[config.mk]
export PLATFORM = sky130hd
export DESIGN_NAME = mcac_channel_sequencer_flat
export DESIGN_NICKNAME = d
export VERILOG_FILES = /design/src/rtl/mcac_channel_sequencer_if.sv /design/src/rtl/mcac_channel_sequencer.sv /design/src/flat_wrapper.sv
export SDC_FILE = /design/constraint.sdc
export NUM_CORES = 1
export LEC_CHECK = 0
export ABC_AREA = 1
export BUFFER_PORTS_ARGS = -buffer_cell sky130_fd_sc_hd__buf_2
export CORE_MARGIN = 1
export CORE_UTILIZATION = 55
export DETAILED_ROUTE_END_ITERATION = 10
export GPL_ROUTABILITY_DRIVEN = 0
export GPL_TIMING_DRIVEN = 0
export PLACE_DENSITY_LB_ADDON = 0.08
export SLEW_MARGIN = 0
export SYNTH_ARGS = -nofsm -noshare
export SYNTH_HDL_FRONTEND = slang
export SYNTH_SLANG_ARGS = --single-unit
export TNS_END_PERCENT = 5
[constraint.sdc]
create_clock -name clk -period 2.8 [get_ports clk]
set_clock_uncertainty 0.2 [all_clocks]
set_input_delay 0 -clock clk [delete_from_list [all_inputs] [get_ports clk]]
set_output_delay 0 -clock clk [all_outputs]
set_load 0.01 [all_outputs]
[src/rtl/mcac_channel_sequencer_if.sv]
// mcac_channel_sequencer_if
// Bundles the timer frame-sync strobe, the codec-core start/done handshake,
// the overrun clear and the sequencer status outputs.
//   master : sequencer side  -- drives core_start, ch_idx, busy, frame_done,
//                               overrun, ovr_cnt, wdog_err
//   slave  : environment side -- drives fs_pulse, core_done, ovr_clr
interface mcac_channel_sequencer_if #(
  parameter int CH_W = 5
);
  logic            fs_pulse;
  logic            core_done;
  logic            ovr_clr;
  logic            core_start;
  logic [CH_W-1:0] ch_idx;
  logic            busy;
  logic            frame_done;
  logic            overrun;
  logic [7:0]      ovr_cnt;
  logic            wdog_err;

  modport master (
    input  fs_pulse, core_done, ovr_clr,
    output core_start, ch_idx, busy, frame_done, overrun, ovr_cnt, wdog_err
  );

  modport slave (
    output fs_pulse, core_done, ovr_clr,
    input  core_start, ch_idx, busy, frame_done, overrun, ovr_cnt, wdog_err
  );
endinterface

[src/rtl/mcac_channel_sequencer.sv]
// mcac_channel_sequencer
// Walks the time-multiplexed codec core through channels 0..NUM_CH-1 once per
// frame-sync strobe, using a one-cycle core_start / core_done handshake.
// A frame-sync strobe that lands mid-frame is counted as an overrun; the
// running frame always completes.
//
// Ports:
//   clk, reset          clock, asynchronous active-high reset
//   sq (master)         fs_pulse/core_done/ovr_clr in; core_start, ch_idx,
//                       busy, frame_done, overrun, ovr_cnt, wdog_err out
//   scan_in0..4, scan_enable, test_mode   DFT hooks, unused functionally
//   scan_out0..4        DFT hooks, driven 0 until scan insertion
//
// Build option: define SEQ_WATCHDOG_EN to add a WAIT-state watchdog that
// forces the channel to advance after WDOG_CYC cycles without core_done and
// raises sticky wdog_err. Without it wdog_err is tied low.
module mcac_channel_sequencer #(
  parameter int NUM_CH   = 32,
  parameter int CH_W     = 5,
  parameter int WDOG_CYC = 255
) (
  input  logic                          clk,
  input  logic                          reset,
  mcac_channel_sequencer_if.master      sq,
  input  logic                          scan_in0,
  input  logic                          scan_in1,
  input  logic                          scan_in2,
  input  logic                          scan_in3,
  input  logic                          scan_in4,
  input  logic                          scan_enable,
  input  logic                          test_mode,
  output logic                          scan_out0,
  output logic                          scan_out1,
  output logic                          scan_out2,
  output logic                          scan_out3,
  output logic                          scan_out4
);

  typedef enum logic [1:0] {
    S_IDLE  = 2'd0,
    S_ISSUE = 2'd1,
    S_WAIT  = 2'd2
  } state_e;

  state_e          state, state_nxt;
  logic [CH_W-1:0] ch_idx_q, ch_idx_nxt;
  logic            core_start_q, busy_q, frame_done_q;
  logic            overrun_q;
  logic [7:0]      ovr_cnt_q;
  logic            done_nxt;
  logic            ovr_hit;
  logic            last_ch;
  logic            wdog_hit;
  logic            adv;

  assign last_ch = (ch_idx_q == CH_W'(NUM_CH - 1));
  // A watchdog expiry advances the sequencer exactly like a real core_done.
  assign adv     = (state == S_WAIT) && (sq.core_done || wdog_hit);

  // ---------------------------------------------------------------------------
  // Next-state logic
  // ---------------------------------------------------------------------------
  always_comb begin
    state_nxt  = state;
    ch_idx_nxt = ch_idx_q;
    done_nxt   = 1'b0;
    ovr_hit    = 1'b0;
    unique case (state)
      S_IDLE: begin
        // core_done is meaningless here and is dropped.
        if (sq.fs_pulse) begin
          state_nxt  = S_ISSUE;
          ch_idx_nxt = '0;
        end
      end
      S_ISSUE: begin
        // core_done cannot belong to this channel yet; ignore it.
        state_nxt = S_WAIT;
        ovr_hit   = sq.fs_pulse;
      end
      S_WAIT: begin
        if (adv) begin
          if (!last_ch) begin
            state_nxt  = S_ISSUE;
            ch_idx_nxt = ch_idx_q + CH_W'(1);
            ovr_hit    = sq.fs_pulse;
          end else begin
            // Strobe coincident with the final done is the next frame's
            // start, not an overrun.
            done_nxt = 1'b1;
            if (sq.fs_pulse) begin
              state_nxt  = S_ISSUE;
              ch_idx_nxt = '0;
            end else begin
              state_nxt = S_IDLE;
            end
          end
        end else begin
          ovr_hit = sq.fs_pulse;
        end
      end
      default: state_nxt = S_IDLE;
    endcase
  end

  // ---------------------------------------------------------------------------
  // State and registered outputs. Outputs are decoded from next-state so they
  // line up with the state register and have no input-to-output path.
  // ---------------------------------------------------------------------------
  always_ff @(posedge clk or posedge reset) begin
    if (reset) begin
      state        <= S_IDLE;
      ch_idx_q     <= '0;
      core_start_q <= 1'b0;
      busy_q       <= 1'b0;
      frame_done_q <= 1'b0;
    end else begin
      state        <= state_nxt;
      ch_idx_q     <= ch_idx_nxt;
      core_start_q <= (state_nxt == S_ISSUE);
      busy_q       <= (state_nxt != S_IDLE);
      frame_done_q <= done_nxt;
    end
  end

  // Overrun tracking: a new overrun beats a same-cycle clear, so the count
  // restarts at 1 rather than 0.
  always_ff @(posedge clk or posedge reset) begin
    if (reset) begin
      overrun_q <= 1'b0;
      ovr_cnt_q <= '0;
    end else if (ovr_hit) begin
      overrun_q <= 1'b1;
      if (sq.ovr_clr)
        ovr_cnt_q <= 8'd1;
      else if (ovr_cnt_q != 8'hFF)
        ovr_cnt_q <= ovr_cnt_q + 8'd1;
    end else if (sq.ovr_clr) begin
      overrun_q <= 1'b0;
      ovr_cnt_q <= '0;
    end
  end

`ifdef SEQ_WATCHDOG_EN
  // Counter holds 0 outside WAIT, so it is cleared on every WAIT entry and
  // reads k during the (k+1)-th WAIT cycle. Expiry fires on the WDOG_CYC-th.
  logic [7:0] wdog_cnt;
  logic       wdog_err_q;

  assign wdog_hit = (state == S_WAIT) && !sq.core_done &&
                    (wdog_cnt == 8'(WDOG_CYC - 1));

  always_ff @(posedge clk or posedge reset) begin
    if (reset) begin
      wdog_cnt   <= '0;
      wdog_err_q <= 1'b0;
    end else begin
      if (state != S_WAIT)
        wdog_cnt <= '0;
      else if (wdog_cnt != 8'hFF)
        wdog_cnt <= wdog_cnt + 8'd1;

      if (wdog_hit)
        wdog_err_q <= 1'b1;
      else if (sq.ovr_clr)
        wdog_err_q <= 1'b0;
    end
  end

  assign sq.wdog_err = wdog_err_q;
`else
  logic [7:0] unused_wdog;

  assign wdog_hit    = 1'b0;
  assign unused_wdog = 8'(WDOG_CYC);
  assign sq.wdog_err = 1'b0;
`endif

  assign sq.core_start = core_start_q;
  assign sq.ch_idx     = ch_idx_q;
  assign sq.busy       = busy_q;
  assign sq.frame_done = frame_done_q;
  assign sq.overrun    = overrun_q;
  assign sq.ovr_cnt    = ovr_cnt_q;

  // DFT placeholders until scan stitching.
  logic unused_dft;
  assign unused_dft = ^{scan_in0, scan_in1, scan_in2, scan_in3, scan_in4,
                        scan_enable, test_mode};
  assign scan_out0 = 1'b0;
  assign scan_out1 = 1'b0;
  assign scan_out2 = 1'b0;
  assign scan_out3 = 1'b0;
  assign scan_out4 = 1'b0;

endmodule
[src/flat_wrapper.sv]
// flat-port wrapper written by rule: the top's interface ports become plain ports
module mcac_channel_sequencer_flat 
#(
  parameter int NUM_CH   = 32,
  parameter int CH_W     = 5,
  parameter int WDOG_CYC = 255
)
  (clk, reset, scan_in0, scan_in1, scan_in2, scan_in3, scan_in4, scan_enable, test_mode, scan_out0, scan_out1, scan_out2, scan_out3, scan_out4, sq_fs_pulse, sq_core_done, sq_ovr_clr, sq_core_start, sq_ch_idx, sq_busy, sq_frame_done, sq_overrun, sq_ovr_cnt, sq_wdog_err);
  mcac_channel_sequencer_if #(.CH_W(CH_W)) sq_i ();
  input  logic clk;
  input  logic reset;
  input  logic scan_in0;
  input  logic scan_in1;
  input  logic scan_in2;
  input  logic scan_in3;
  input  logic scan_in4;
  input  logic scan_enable;
  input  logic test_mode;
  output logic scan_out0;
  output logic scan_out1;
  output logic scan_out2;
  output logic scan_out3;
  output logic scan_out4;
  input wire logic [$bits(sq_i.fs_pulse)-1:0] sq_fs_pulse;
  input wire logic [$bits(sq_i.core_done)-1:0] sq_core_done;
  input wire logic [$bits(sq_i.ovr_clr)-1:0] sq_ovr_clr;
  output wire logic [$bits(sq_i.core_start)-1:0] sq_core_start;
  output wire logic [$bits(sq_i.ch_idx)-1:0] sq_ch_idx;
  output wire logic [$bits(sq_i.busy)-1:0] sq_busy;
  output wire logic [$bits(sq_i.frame_done)-1:0] sq_frame_done;
  output wire logic [$bits(sq_i.overrun)-1:0] sq_overrun;
  output wire logic [$bits(sq_i.ovr_cnt)-1:0] sq_ovr_cnt;
  output wire logic [$bits(sq_i.wdog_err)-1:0] sq_wdog_err;
  assign sq_i.fs_pulse = sq_fs_pulse;
  assign sq_i.core_done = sq_core_done;
  assign sq_i.ovr_clr = sq_ovr_clr;
  assign sq_core_start = sq_i.core_start;
  assign sq_ch_idx = sq_i.ch_idx;
  assign sq_busy = sq_i.busy;
  assign sq_frame_done = sq_i.frame_done;
  assign sq_overrun = sq_i.overrun;
  assign sq_ovr_cnt = sq_i.ovr_cnt;
  assign sq_wdog_err = sq_i.wdog_err;
  mcac_channel_sequencer #(.NUM_CH(NUM_CH), .CH_W(CH_W), .WDOG_CYC(WDOG_CYC)) u_core (.clk(clk), .reset(reset), .sq(sq_i), .scan_in0(scan_in0), .scan_in1(scan_in1), .scan_in2(scan_in2), .scan_in3(scan_in3), .scan_in4(scan_in4), .scan_enable(scan_enable), .test_mode(test_mode), .scan_out0(scan_out0), .scan_out1(scan_out1), .scan_out2(scan_out2), .scan_out3(scan_out3), .scan_out4(scan_out4));
endmodule
==> impl_metrics.tcl, run 1 <==
set metrics [dict create \
    synthMuxAreaShare_pct 0 \
    cp_slowest_cell "dfrtp_1" \
    fin_cells 224 \
    cts_tree "yes" \
    dp.cells 216 \
    grt_first_pass_wirelength_um 4110 \
    vias 1065 \
    yosysTopAreaCell "dfrtp_1" \
    power_density_mw_per_mm2 687 \
    synth_top_family_by_area "simple AND/OR/NAND/NOR gates" \
    post_cts_buffers 0 \
    initial_core_util_pct 60.7 \
    fmax_mhz 497 \
    routed_wirelength_um 2230 \
    final.setup.tns_ns 0 \
    worstSetupStartpointType "flop" \
    use_met3_pct 4.01 \
    combPwrFrac_pct 46.3 \
    synth-seq-area-share_pct 38.4 \
    drc 0 \
    worstPathMaxFanout 9 \
    hold_viol 0 \
    syn2layout_area_growth_pct 18.1 \
    num-nets-final 218 \
    period_minus_slack_ns 2.01 \
    crit_required_ns 2.79 \
    rsz0062_at_grt "no" \
    worstMarginPinSlew_ns 0.719 \
    drv_slew 0 \
    critical-path-max-stage-delay_ns 0.42 \
    crit_top_cell "nand2_1" \
    synth_cell_types 22 \
    synth_area_per_cell_um2 7.60 \
    grt_start_max_net_pins 20 \
    p_clk_share_pct 13.7 \
    synth-seq-cells 19 \
    synth-simple-area-share_pct 32.8 \
    synth_area_leaders "dfrtp_1 (38%), nand2_1 (13%), inv_1 (9.1%), ha_1 (8.1%), nand3_1 (5.3%)" \
    first_pass_iters 4 \
    drv_cap 0 \
    p_sw_w 0.000433 \
    critPathKind "flop to flop" \
    hp-class "input pin to async pin" \
    status "completed" \
    path_buf_inv 2 \
    drive_gt1_share_pct 22.3 \
    drtAntennaViolNets 0 \
    die_h_um 49.5 \
    cts-buffers-inserted 3 \
    synth_compound_area_share_pct 4.44 \
    critPathCaptureType "flop" \
    cts_sinks 19 \
    fin_crit_sh_pct 71.9 \
    num_antenna_cells 0 \
    synth.top_cell.area_share_pct 38.4 \
    setup_violations 0 \
    synth_xor_xnor_area_share_pct 2.83 \
    synthAdderAreaFrac_pct 8.08 \
    fp-row-count 16 \
    grt_usage_pct 21.5 \
    dp_hpwl_um 1720 \
    grtUsageMet1_pct 26.3 \
    cp_cell_sequence "ha_1 > inv_1 > nor3_1 > ha_1 > inv_1 > nand2_2 > nand3_4 > nand3_4 > nand2_1 > nand2_1 > nand2_1" \
    clockBufferDepth 2 \
    die_x_um 49.5 \
    clockRootBuffer "clkbuf_4" \
    clkLatencyLatePin_ns 0.29 \
    slew_headroom_pct 52.0 \
    port_buffers 21 \
    grt.busiest_layer "met2" \
    antenna_found_initial 0 \
    p_int_w 0.000572 \
    ios 35 \
    grt_overflow 0 \
    synth-warning-count 0 \
    clk_pin_slew_worst_paths_ns 0.11 \
    seq_power_share_pct 40.0 \
    met2_usage_pct 37.4 \
    grt_pass1_vias 1069 \
    core_mm2 0.00204 \
    cp.arrival_ns 2.00 \
    die_area_mm2 0.00245 \
    avgRoutedWirePerCell_um 9.97 \
    drt-initial-drc-count 12 \
    r2r_slack_ns 0.79 \
    peakVddDrop_uv 533 \
    synth_area_mm2 0.00124 \
    cpLargestDelayFamily "simple AND/OR/NAND/NOR gates" \
    via_per_inst 4.75 \
    p_leak_nw 0.884 \
    switching_share_pct 43.1 \
    postSynthCellCount 163 \
    htreeDepth 1 \
]
==> worst min-delay path: stages <==
cell and delay (ns):
dlygate4sd3_1 0.54, buf_2 0.12, inv_1 0.52
==> sequential cells by signal, summed over array words and instances (netlist names) <==
name	flops
u_core.sq.frame_done	1
u_core.sq.core_start	1
u_core.sq.busy	1
u_core.sq.overrun	1
u_core.sq.ch_idx	5
u_core.sq.ovr_cnt	8
u_core.state	2
==> cells in the final DEF (no fill, tap or decap), drive strengths merged <==
cell type,Yosys,final
nor3,1,1
clkbuf,0,4
nand3b,2,2
dfrtp,19,19
a21oi,5,5
inv,30,30
buf,7,28
nor2,14,14
o22ai,1,1
xnor2,1,1
nand2,48,48
ha,8,8
conb,1,6
nand4,1,1
dlygate4sd3,0,4
o21ai,4,4
nand3,18,18
xor2,3,3
==> cell usage after synthesis <==
library cell,number
nand3b_1,2
o22ai_1,1
nand3_4,2
inv_1,30
dfrtp_1,19
nand3_1,13
nor2_2,2
conb_1,1
o21ai_0,3
nor2_1,12
o21ai_2,1
nand2_1,43
ha_1,8
a21oi_1,5
nand3_2,3
buf_4,6
buf_2,1
nand4_1,1
nor3_1,1
nand2_2,5
xnor2_1,1
xor2_1,3
==> cell families after synthesis <==
logic type | after synthesis
XOR/XNOR | 4
flip-flops | 19
AO/OA/AOI/OAI | 10
other | 1
buffers and inverters | 37
adder cells (fa/ha/maj) | 8
AND/OR/NAND/NOR | 84
==> layer usage <==
metal | routed length [µm] | vias up
li1 | - | 556
met1 | 1070 | 476
met2 | 1040 | 26
met3 | 86 | 7
met4 | 38 | 0
met5 | 0 | -
==> area by class of cell <==
type / instances / area (µm²)
Buffer: 7 / 50.0
Clock buffer: 4 / 26.3
Inverter: 30 / 113
Timing Repair Buffer: 25 / 145
Tap cell: 27 / 33.8
Multi-Input combinational cell: 112 / 619
Sequential cell: 19 / 475
Fill cell: 187 / 579
==> timing repair <==
action                                 4_1_cts  5_1_grt
hold buffers                                 4        0
endpoints found under the hold margin       38        0
gates resized for setup                      0        0
==> power by group through the flow <==
stage	registers (W)	clock network, W	logic [W]
CTS	0.000402	0.000144	0.000469
floorplan	0.000426	0	0.000316
detailed placement	0.000408	0	0.000461
finish	0.000402	0.000138	0.000465
global route	0.000412	0.000150	0.000533
global placement	0.000404	0	0.000446
==> final timing paths <==
check / depth (start not counted) / end / startpoint
setup / recovery: 11 / u_core.sq.ovr_cnt[0]$_DFFE_PP0P_ / u_core.sq.ch_idx[0]$_DFFE_PP0P_
hold / removal: 3 / u_core.sq.ovr_cnt[6]$_DFFE_PP0P_ / reset
setup reg to reg: 11 / u_core.sq.ovr_cnt[0]$_DFFE_PP0P_ / u_core.sq.ch_idx[0]$_DFFE_PP0P_
hold reg to reg: 2 / u_core.sq.overrun$_DFFE_PP0P_ / u_core.sq.overrun$_DFFE_PP0P_
max in group asynchronous: 3 / u_core.sq.ch_idx[4]$_DFFE_PP0P_ / reset
min in group clk: 2 / u_core.sq.overrun$_DFFE_PP0P_ / u_core.sq.overrun$_DFFE_PP0P_
==> metrics by stage <==
step / cell area [µm²] / hold WS [ns] / power (W) / setup WS, ns / util, %
CTS: 1460 / 0.178 / 0.00101 / 0.779 / 71.6
finish: 1460 / 0.160 / 0.00100 / 0.788 / 71.6
floorplan: 1260 / -0.249 / 0.000742 / 0.973 / -
global placement: 1400 / -0.0438 / 0.000850 / 0.859 / 68.4
global route: 1460 / 0.227 / 0.00109 / 0.651 / 71.6
detailed placement: 1400 / -0.0417 / 0.000869 / 0.811 / 68.4
Note: power is estimated with default switching activity, not from simulation.
==> run 2: changes to the inputs <==
- ABC_AREA: 1 -> 0
- CORE_UTILIZATION: 55 -> 45
- clock period: 2.8 -> 1.6 ns (I/O delays scaled with it)
==> impl_metrics.tcl, run 2 <==
set metrics [dict create \
    hold_viol 0 \
    final.setup.tns_ns -5.03 \
    die_area_mm2 0.00272 \
    synth_area_mm2 0.00113 \
    routed_wirelength_um 2310 \
    cp_slowest_cell "dfrtp_1" \
    path_buf_inv 0 \
    drive_gt1_share_pct 33.8 \
    synth-warning-count 0 \
    worstPathMaxFanout 6 \
    fmax_mhz 490 \
    clk_pin_slew_worst_paths_ns 0.11 \
    first_pass_iters 4 \
    final_common_cell "buf_2" \
    setup_violations 17 \
    drc 0 \
    power_density_mw_per_mm2 1140 \
    drv_cap 0 \
    r2r-end "u_core.sq.ovr_cnt[3]$_DFFE_PP0P_" \
    yosysTopAreaCell "dfrtp_1" \
    peakVddDrop_uv 641 \
    synth-seq-area-share_pct 42.0 \
    worstSetupStartpointType "flop" \
    initial_core_util_pct 49.3 \
    die_h_um 52.2 \
    grt_first_pass_wirelength_um 3850 \
    fin_ws_ns -0.439 \
    synth_async_sr_flop_share_pct 100 \
    cp.arrival_ns 2.06 \
    clkLatencyLatePin_ns 0.29 \
    num-nets-final 175 \
    synth_area_per_cell_um2 9.76 \
    r2r_slack_ns -0.44 \
    cts-buffers-inserted 3 \
    synth_edf_count 0 \
    synth_cell_types 37 \
    fp-row-count 17 \
    crit_top_cell "ha_4" \
    num_antenna_cells 0 \
    ios 35 \
    slew_headroom_pct 51.9 \
    cp_cell_sequence "ha_4 > and3_4 > ha_4 > a21boi_4 > o21ai_4 > or4_1 > a21oi_1" \
    fin_crit_sh_pct 127 \
    startpoint "u_core.sq.ch_idx[1]$_DFFE_PP0P_" \
    hp-class "input pin to async pin" \
    syn2layout_area_growth_pct 28.0 \
    clockRootBuffer "clkbuf_4" \
    rsz0062_at_grt "yes" \
    port_buffers 20 \
    rr_worst_depth 7 \
    period_minus_slack_ns 2.04 \
    violations "negative setup slack" \
    ff_latch_area_um2 477 \
    antenna_found_initial 0 \
    most-common-layout-cells "buf_2 (20), dfrtp_1 (18), buf_4 (12), a21oi_1 (10), inv_1 (9)" \
    grt_usage_pct 19.3 \
    drt-initial-drc-count 24 \
    cts_sinks 19 \
    grt_start_max_net_pins 20 \
    synth.top_cell.area_share_pct 42.0 \
    yosysMostFrequentCell "dfrtp_1" \
    postSynthCellCount 116 \
    crit_path_end "u_core.sq.ovr_cnt[3]$_DFFE_PP0P_" \
    drtAntennaViolNets 0 \
    vias 971 \
    crit_required_ns 1.62 \
    cp.depth 7 \
    p_leak_nw 0.706 \
    num-fill-cells 207 \
    avgRoutedWirePerCell_um 12.7 \
    critical-path-max-stage-delay_ns 0.44 \
    status "finished, violations left" \
    critPathCaptureType "flop" \
    synth_ff_type "dfrtp_1" \
    cpLargestDelayFamily "simple AND/OR/NAND/NOR gates" \
    cts_tree "yes" \
    htreeDepth 1 \
    drv_slew 0 \
    largest_reg_flops 8 \
    dp_hpwl_um 1610 \
    synth-seq-cells 19 \
    synth_area_leaders "dfrtp_1 (42%), ha_1 (8.8%), buf_4 (4.6%), a21oi_1 (4.4%), o21ai_0 (3.5%)" \
    die_x_um 52.2 \
    clockBufferDepth 2 \
    multi_input_area_um2 632 \
    fin_cells 182 \
    via_per_inst 5.34 \
    critPathKind "flop to flop" \
    worstMarginPinSlew_ns 0.720 \
    dp.cells 169 \
    grt_overflow 0 \
    synth.top_cells.by_count "dfrtp_1 (19), a21oi_1 (10), inv_1 (9)" \
    core_mm2 0.00230 \
    grt_pass1_vias 891 \
    crit-reg2reg-launch "u_core.sq.ch_idx[1]$_DFFE_PP0P_" \
]
==> run 2: tightest hold or removal path: cells and delay by family <==
family,cells,cell delay (ns)
buf+inv,3,1.18
==> run 2: worst min-delay path by stage <==
stage / endpoint / start / slack (ns)
after floorplan: u_core.sq.busy$_DFF_PP0_ / reset / -0.25
after global placement: u_core.sq.ovr_cnt[3]$_DFFE_PP0P_ / reset / -0.04
after detailed placement: u_core.sq.ch_idx[1]$_DFFE_PP0P_ / reset / -0.04
after CTS: u_core.sq.frame_done$_DFF_PP0_ / reset / 0.20
after global routing: u_core.sq.ovr_cnt[5]$_DFFE_PP0P_ / reset / 0.23
final: u_core.sq.ovr_cnt[5]$_DFFE_PP0P_ / reset / 0.18
==> run 2: repair_timing <==
| action | in CTS | in global routing |
|---|---|---|
| setup buffers | 5 | 0 |
| endpoints found under the setup margin | 18 | 18 |
| hold endpoints to repair | 38 | 0 |
| pin swaps | 5 | 0 |
| cloned | 0 | 0 |
| hold buffers | 4 | 0 |
| gates resized for setup | 8 | 5 |
==> run 2: layout make-up <==
| cell class | instances | share of cell area (%) |
|---|---|---|
| inverter | 9 | 2.33 |
| buffer | 8 | 4.66 |
| timing repair buffer | 29 | 12.3 |
| tap | 28 | 2.42 |
| clock buffer | 4 | 1.81 |
| multi-input combinational | 85 | 43.6 |
| sequential | 19 | 32.9 |
==> run 2: cell families after synthesis <==
| family | share of synthesized area, % |
|---|---|
| other cells | 0.331 |
| mux | 2.65 |
| compound gates | 18.7 |
| buf+inv | 7.96 |
| flops | 42.0 |
| fa+ha+maj | 8.84 |
| xor+xnor | 1.55 |
| simple gates | 18.0 |
==> run 2: per-layer routing <==
metal | up-vias | track usage, % | wire length, µm
met1 | 455 | 23.7 | 1070
met4 | 0 | 9.21 | 38
li1 | 485 | - | -
met5 | - | 0 | 0
met2 | 26 | 32.9 | 1120
met3 | 5 | 2.63 | 79
==> run 2: through the flow <==
stage	setup slack, ns	util (%)	power, W	hold slack, ns	instance area [µm²]
finish	-0.439	63.1	0.00165	0.175	1450
floorplan	-0.440	-	0.00112	-0.249	1170
detailed placement	-0.526	56.9	0.00130	-0.0420	1310
CTS	-0.446	62.6	0.00165	0.196	1440
global placement	-0.497	56.9	0.00127	-0.0414	1310
global route	-0.503	63.1	0.00179	0.230	1450
==> run 2: power breakdown <==
| group | switching [W] | internal (W) | leakage [nW] | total (W) |
|---|---|---|---|---|
| Combinational | 0.000414 | 0.000351 | 0.437 | 0.000765 |
| Clock | 0.000141 | 0.0000968 | 0.0150 | 0.000238 |
| Sequential | 0.0000714 | 0.000574 | 0.255 | 0.000645 |
